--- config.mk ---
export PLATFORM = sky130hd
export DESIGN_NAME = mem_store_ctrl
export DESIGN_NICKNAME = d
export VERILOG_FILES = /design/src/rtl/mem_defs.sv /design/src/rtl/store_fifo.sv /design/src/rtl/mem_store_ctrl.sv
export SDC_FILE = /design/constraint.sdc
export NUM_CORES = 1
export LEC_CHECK = 0
export ABC_AREA = 1
export BUFFER_PORTS_ARGS = -buffer_cell sky130_fd_sc_hd__buf_2
export CAP_MARGIN = 30
export CORE_MARGIN = 3
export CORE_UTILIZATION = 50
export DETAILED_ROUTE_END_ITERATION = 7
export PLACE_DENSITY = 0.84
export REMOVE_ABC_BUFFERS = 1
export SLEW_MARGIN = 20
export SYNTH_ARGS = -nofsm -noshare
export SYNTH_HDL_FRONTEND = slang
export SYNTH_SLANG_ARGS = --single-unit
--- constraint.sdc ---
create_clock -name clk -period 7.9 [get_ports clk]
set_clock_uncertainty 0.15 [all_clocks]
set_input_delay 1.185 -clock clk [delete_from_list [all_inputs] [get_ports clk]]
set_output_delay 1.185 -clock clk [all_outputs]
set_load 0.005 [all_outputs]
--- src/rtl/mem_defs.sv ---
// Shared store/load op codes, drain FSM encoding and small decode helpers
// for the data-memory store path.
package mem_defs;

  localparam logic [2:0] ST_SW = 3'd1;
  localparam logic [2:0] ST_SB = 3'd2;
  localparam logic [2:0] ST_SH = 3'd3;

  typedef enum logic {
    IDLE = 1'b0,
    REQ  = 1'b1
  } drain_state_t;

  function automatic logic is_store_op(input logic [2:0] op);
    return (op == ST_SW) || (op == ST_SB) || (op == ST_SH);
  endfunction

  function automatic logic is_aligned(input logic [2:0] op, input logic [1:0] lsb);
    case (op)
      ST_SW:   return lsb == 2'b00;
      ST_SH:   return !lsb[0];
      default: return 1'b1;
    endcase
  endfunction

endpackage

--- src/rtl/store_fifo.sv ---
// Committed-store buffer: DEPTH entries of {word address, byte enable, lane data},
// first-word-fall-through read at the head.
module store_fifo #(
  parameter int DEPTH = 2,
  parameter int W     = 66
) (
  input  logic                   clk,
  input  logic                   rst_n,
  input  logic                   push,
  input  logic                   pop,
  input  logic [W-1:0]           din,
  output logic [W-1:0]           dout,
  output logic [$clog2(DEPTH):0] count,
  output logic                   full,
  output logic                   empty
);

  localparam int PW = $clog2(DEPTH);
  localparam int CW = PW + 1;

  logic [W-1:0]  mem [DEPTH];
  logic [PW-1:0] wr_ptr;
  logic [PW-1:0] rd_ptr;

  // NOTE: the storage array has no reset; an entry is only ever read after it
  // has been written, so resetting the pointers and count is enough.
  always_ff @(posedge clk) begin
    if (push) mem[wr_ptr] <= din;
  end

  // NOTE: all sequential state uses non-blocking assignment so every register
  // samples pre-edge values regardless of block ordering.
  always_ff @(posedge clk or negedge rst_n) begin
    if (!rst_n) begin
      wr_ptr <= '0;
      rd_ptr <= '0;
      count  <= '0;
    end else begin
      if (push) wr_ptr <= wr_ptr + PW'(1);
      if (pop)  rd_ptr <= rd_ptr + PW'(1);
      count <= count + CW'(push) - CW'(pop);
    end
  end

  assign dout  = mem[rd_ptr];
  assign full  = (count == CW'(DEPTH));
  assign empty = (count == '0);

endmodule

--- src/rtl/mem_store_ctrl.sv ---
// Store-side lane aligner, store buffer and data-memory drain handshake.
// Optional build macro ADES_EXC_EN: raise AdES on misaligned stores instead of force-aligning.
module mem_store_ctrl
  import mem_defs::*;
#(
  parameter int DEPTH = 2,
  parameter int AW    = 32
) (
  input  logic          clk,
  input  logic          reset,
  input  logic          st_valid,
  input  logic [2:0]    st_op,
  input  logic [AW-1:0] st_addr,
  input  logic [31:0]   st_wdata,
  input  logic          st_flush,
  output logic          st_ready,
  output logic          exc_ades,
  output logic [AW-1:0] exc_badva,
  output logic          bus_req,
  output logic [AW-1:0] bus_addr,
  output logic [3:0]    bus_be,
  output logic [31:0]   bus_wdata,
  input  logic          bus_ack,
  output logic          buf_empty
);

  localparam int CW = $clog2(DEPTH) + 1;
  localparam int EW = AW + 34;

  drain_state_t  state;
  logic [1:0]    lsb;
  logic [3:0]    enc_be;
  logic [31:0]   enc_data;
  logic          accept_try;
  logic          push;
  logic          pop;
  logic [EW-1:0] head;
  logic [CW-1:0] count;
  logic          full;
  logic          empty;

  // NOTE: every combinational output gets a default before the case so no
  // path can leave it unassigned and infer a latch.
  always_comb begin
    lsb      = st_addr[1:0];
    enc_be   = 4'b0000;
    enc_data = st_wdata;
    case (st_op)
      ST_SW: begin
        lsb    = 2'b00;
        enc_be = 4'b1111;
      end
      ST_SH: begin
        lsb      = {st_addr[1], 1'b0};
        enc_be   = lsb[1] ? 4'b1100 : 4'b0011;
        enc_data = {2{st_wdata[15:0]}};
      end
      ST_SB: begin
        enc_be   = 4'b0001 << lsb;
        enc_data = {4{st_wdata[7:0]}};
      end
      default: ;
    endcase
  end

  // A full buffer still accepts when the head leaves in the same cycle.
  assign pop        = (state == REQ) && bus_ack;
  assign st_ready   = !full || pop;
  assign accept_try = st_valid && is_store_op(st_op) && !st_flush && st_ready;

`ifdef ADES_EXC_EN
  logic misaligned;
  assign misaligned = !is_aligned(st_op, st_addr[1:0]);
  assign push       = accept_try && !misaligned;

  always_ff @(posedge clk or negedge reset) begin
    if (!reset) begin
      exc_ades  <= 1'b0;
      exc_badva <= '0;
    end else begin
      exc_ades  <= accept_try && misaligned;
      exc_badva <= (accept_try && misaligned) ? st_addr : '0;
    end
  end
`else
  assign push      = accept_try;
  assign exc_ades  = 1'b0;
  assign exc_badva = '0;
`endif

  store_fifo #(
    .DEPTH (DEPTH),
    .W     (EW)
  ) u_fifo (
    .clk   (clk),
    .rst_n (reset),
    .push  (push),
    .pop   (pop),
    .din   ({st_addr[AW-1:2], enc_be, enc_data}),
    .dout  (head),
    .count (count),
    .full  (full),
    .empty (empty)
  );

  // Entering REQ on the push edge itself gives the one-cycle first-store latency.
  always_ff @(posedge clk or negedge reset) begin
    if (!reset) begin
      state <= IDLE;
    end else begin
      case (state)
        IDLE:    if (push) state <= REQ;
        REQ:     if (bus_ack && count == CW'(1) && !push) state <= IDLE;
        default: state <= IDLE;
      endcase
    end
  end

  assign bus_req   = (state == REQ);
  assign bus_addr  = bus_req ? {head[EW-1:36], 2'b00} : '0;
  assign bus_be    = bus_req ? head[35:32] : 4'b0000;
  assign bus_wdata = bus_req ? head[31:0] : 32'h0;
  assign buf_empty = empty && (state == IDLE);

endmodule

==> impl_metrics.json <==
{
  "finalCritPeriodShare_pct": 46.8,
  "via_count_of_the_first_global_routing_pass": 3965,
  "syn_avg_cell_area_sq_um": 11.5,
  "antenna-diode-count": 0,
  "worstReg2RegStart": "bus_req$_DFF_PN0_",
  "worst_supply_voltage_drop_on_vdd_v": 0.000230,
  "mostFrequentLayoutCells": "buf_2, edfxtp_1, nor2_1, o21ai_0, nand2_1",
  "setup-violations-final": 0,
  "result_of_the_run": "completed",
  "numPortBuffers": 140,
  "fp.dieW_microns": 114,
  "routabilityCongestion": 0.781,
  "tritoncts_num_sinks": 137,
  "pwr_density_cell_nw_per_um2": 330,
  "synth_warnings": 0,
  "final-hold-violation-count": 0,
  "static-leakage-power_nw": 3.03,
  "post_synth_instance_area_sq_um": 5890,
  "period_needed_ns": 3.70,
  "hold-path-endpoint": "u_fifo.wr_ptr$_DFFE_PN0P_",
  "reg2reg_to": "u_fifo.mem[1][59]$_DFFE_PP_",
  "finalNetCount": 725,
  "initial_core_util_pct": 52.7,
  "setup.worst_path.start_class": "flip-flop",
  "r2r_cells": 5,
  "layout_commonest_cell": "buf_2",
  "count_of_pins_over_their_slew_limit": 0,
  "arrival_ns": 2.37,
  "fin_area_sq_um": 7180,
  "post_cts_setup_buffer_count": 0,
  "ios": 176,
  "drt_wl_total_microns": 12800,
  "final_antenna_net_count": 0,
  "clock_tree.root_cell": "clkbuf_16",
  "coreArea_sq_um": 11200,
  "grt_antenna_before_repair": 0,
  "grtUsageTotal_pct": 19.8,
  "row_count": 38,
  "placement.cell_area_sq_um": 6520,
  "grt_pass1_wl_microns": 19800,
  "tritoncts.num_buffers": 17,
  "drive_gt1_share_pct": 28.9,
  "cts-hold-fix-buffers": 0,
  "clkTransAtPathRegs_ns": 0.06,
  "worstHoldPathType": "flip-flop to flip-flop",
  "first_pass_iters": 4,
  "slew_headroom_pct": 40.1,
  "post_drt_wl_per_cell_microns": 15.9,
  "drt-initial-drc-count": 236,
  "grt_max_degree": 71,
  "skew_pair_late_insertion_delay_ns": 0.41,
  "post-route-worst-setup-slack_ns": 4.20,
  "async_flop_share_pct": 3.65,
  "achievable-frequency_mhz": 270,
  "yosysUniqueCellTypes": 24,
  "synth-seq-area-share_pct": 69.5,
  "dominantRegCellSynth": "edfxtp_1",
  "cap_viol_max_count": 0,
  "worstPathRequired_ns": 6.57,
  "ctsHtreeMaxLevel": 4,
  "overall_overflow_remaining_after_global_route": 0,
  "die-area_sq_um": 13100,
  "synth_edf_count": 132,
  "cts_buffer_depth": 2,
  "drt-vias-per-instance": 5.05,
  "critPathCaptureType": "primary output",
  "drcViolationCount": 0,
  "worstHoldPathCells": 2,
  "postSynthCellCount": 514,
  "tightest_slew_ns": 0.898,
  "worst_hold_startpoint": "u_fifo.wr_ptr$_DFFE_PN0P_",
  "area_delta_synth_final_pct": 21.9,
  "vias_post_dr": 4064,
  "dp_hpwl_microns": 8130,
  "ff2ff_setup_slack_ns": 5.21,
  "crit_type": "flip-flop to primary output",
  "dpl_worst_slack_ns": 4.45,
  "critPathMaxFanout": 67,
  "tritoncts": "yes",
  "timing.setup.tns_ns": 0,
  "fp.dieH_microns": 114,
  "ys_ff_latch": 137,
  "unrepaired_setup_endpoints_after_global_routing": "no",
  "cts-resized-gates": 0
}
layer usage:
metal	share of wire (%)	GRT usage [%]	wire length [microns]	vias up
li1	-	-	-	1960
met1	39	23.3	4920	1897
met2	52	35.0	6580	188
met3	8.1	5.60	1040	19
met4	1.7	6.57	221	0
met5	0	0	0	-
critical path, stage by stage (launching register included):
cell and delay [ns]:
dfrtp_2 0.66, buf_16 0.28, inv_4 0.58, nor2_1 0.10, nor2_1 0.19, buf_2 0.14
worst max-delay path by stage:
| stage | cells after the start | startpoint | slack, ns | to |
|---|---|---|---|---|
| floorplan | 5 | st_op[2] | 2.77 | u_fifo.mem[1][0]$_DFFE_PP_ |
| global placement | 4 | u_fifo.rd_ptr$_DFFE_PN0P_ | 4.51 | bus_wdata[24] |
| detailed placement | 7 | st_op[2] | 4.45 | u_fifo.mem[1][40]$_DFFE_PP_ |
| CTS | 5 | u_fifo.rd_ptr$_DFFE_PN0P_ | 4.13 | bus_wdata[21] |
| global route | 5 | u_fifo.rd_ptr$_DFFE_PN0P_ | 3.98 | bus_wdata[21] |
| finish | 5 | u_fifo.rd_ptr$_DFFE_PN0P_ | 4.20 | bus_wdata[21] |
final cells by class:
| class | count | area [sq um] |
|---|---|---|
| clock inverter | 13 | 191 |
| fill | 894 | 4000 |
| timing repair buffer | 144 | 771 |
| inverter | 15 | 58.8 |
| tap | 140 | 175 |
| sequential | 137 | 4090 |
| clock buffer | 19 | 433 |
| multi-input combinational | 336 | 1460 |
power breakdown:
| part | internal (mW) | switching (mW) |
|---|---|---|
| logic | 0.242 | 0.365 |
| clock network | 0.532 | 0.295 |
| registers | 0.860 | 0.0704 |
kinds of logic (layout without fill, tap and decap cells):
| kind of cell | count (synthesis) | in the layout | synth area share, % |
|---|---|---|---|
| simple gates | 219 | 219 | 14.9 |
| flops | 137 | 137 | 69.5 |
| compound gates | 77 | 77 | 6.55 |
| buf+inv | 75 | 191 | 8.10 |
| xor+xnor | 3 | 3 | 0.447 |
| fa+ha+maj | 2 | 2 | 0.425 |
| other cells | 1 | 35 | 0.0637 |
cells in the mapped netlist, types with 2 or more instances:
cell type  count  area share, %
edfxtp_1     132             67
nor2_1       124            7.9
o21ai_0       69            5.9
nand2_1       65            4.1
buf_4         37            4.7
inv_1         14           0.89
nand3_1       14            1.2
nor2_2        12            1.3
clkbuf_1       8           0.51
o21ai_1        8           0.68
buf_2          7           0.60
dfrtp_1        5            2.1
buf_6          4           0.77
clkbuf_2       3           0.26
ha_1           2           0.43
xnor2_1        2           0.30
flip-flops by register name, summed over array words and instances, names as in the netlist:
signal / flops
u_fifo.mem: 132
u_fifo.count: 2
bus_req: 1
u_fifo.rd_ptr: 1
u_fifo.wr_ptr: 1
stage by stage:
stage          cells  hold slack, ns  utilization (%)  total power [mW]
6_report         804           0.337             64.2              2.36
5_1_grt          804           0.380             64.2              2.51
4_1_cts          803           0.340             64.0              2.38
3_5_place_dp     771           0.326             58.4              1.55
3_3_place_gp     770           0.305             58.1              1.51
2_1_floorplan    488           0.292                -              1.23
Note: power is estimated with default switching activity, not from simulation.
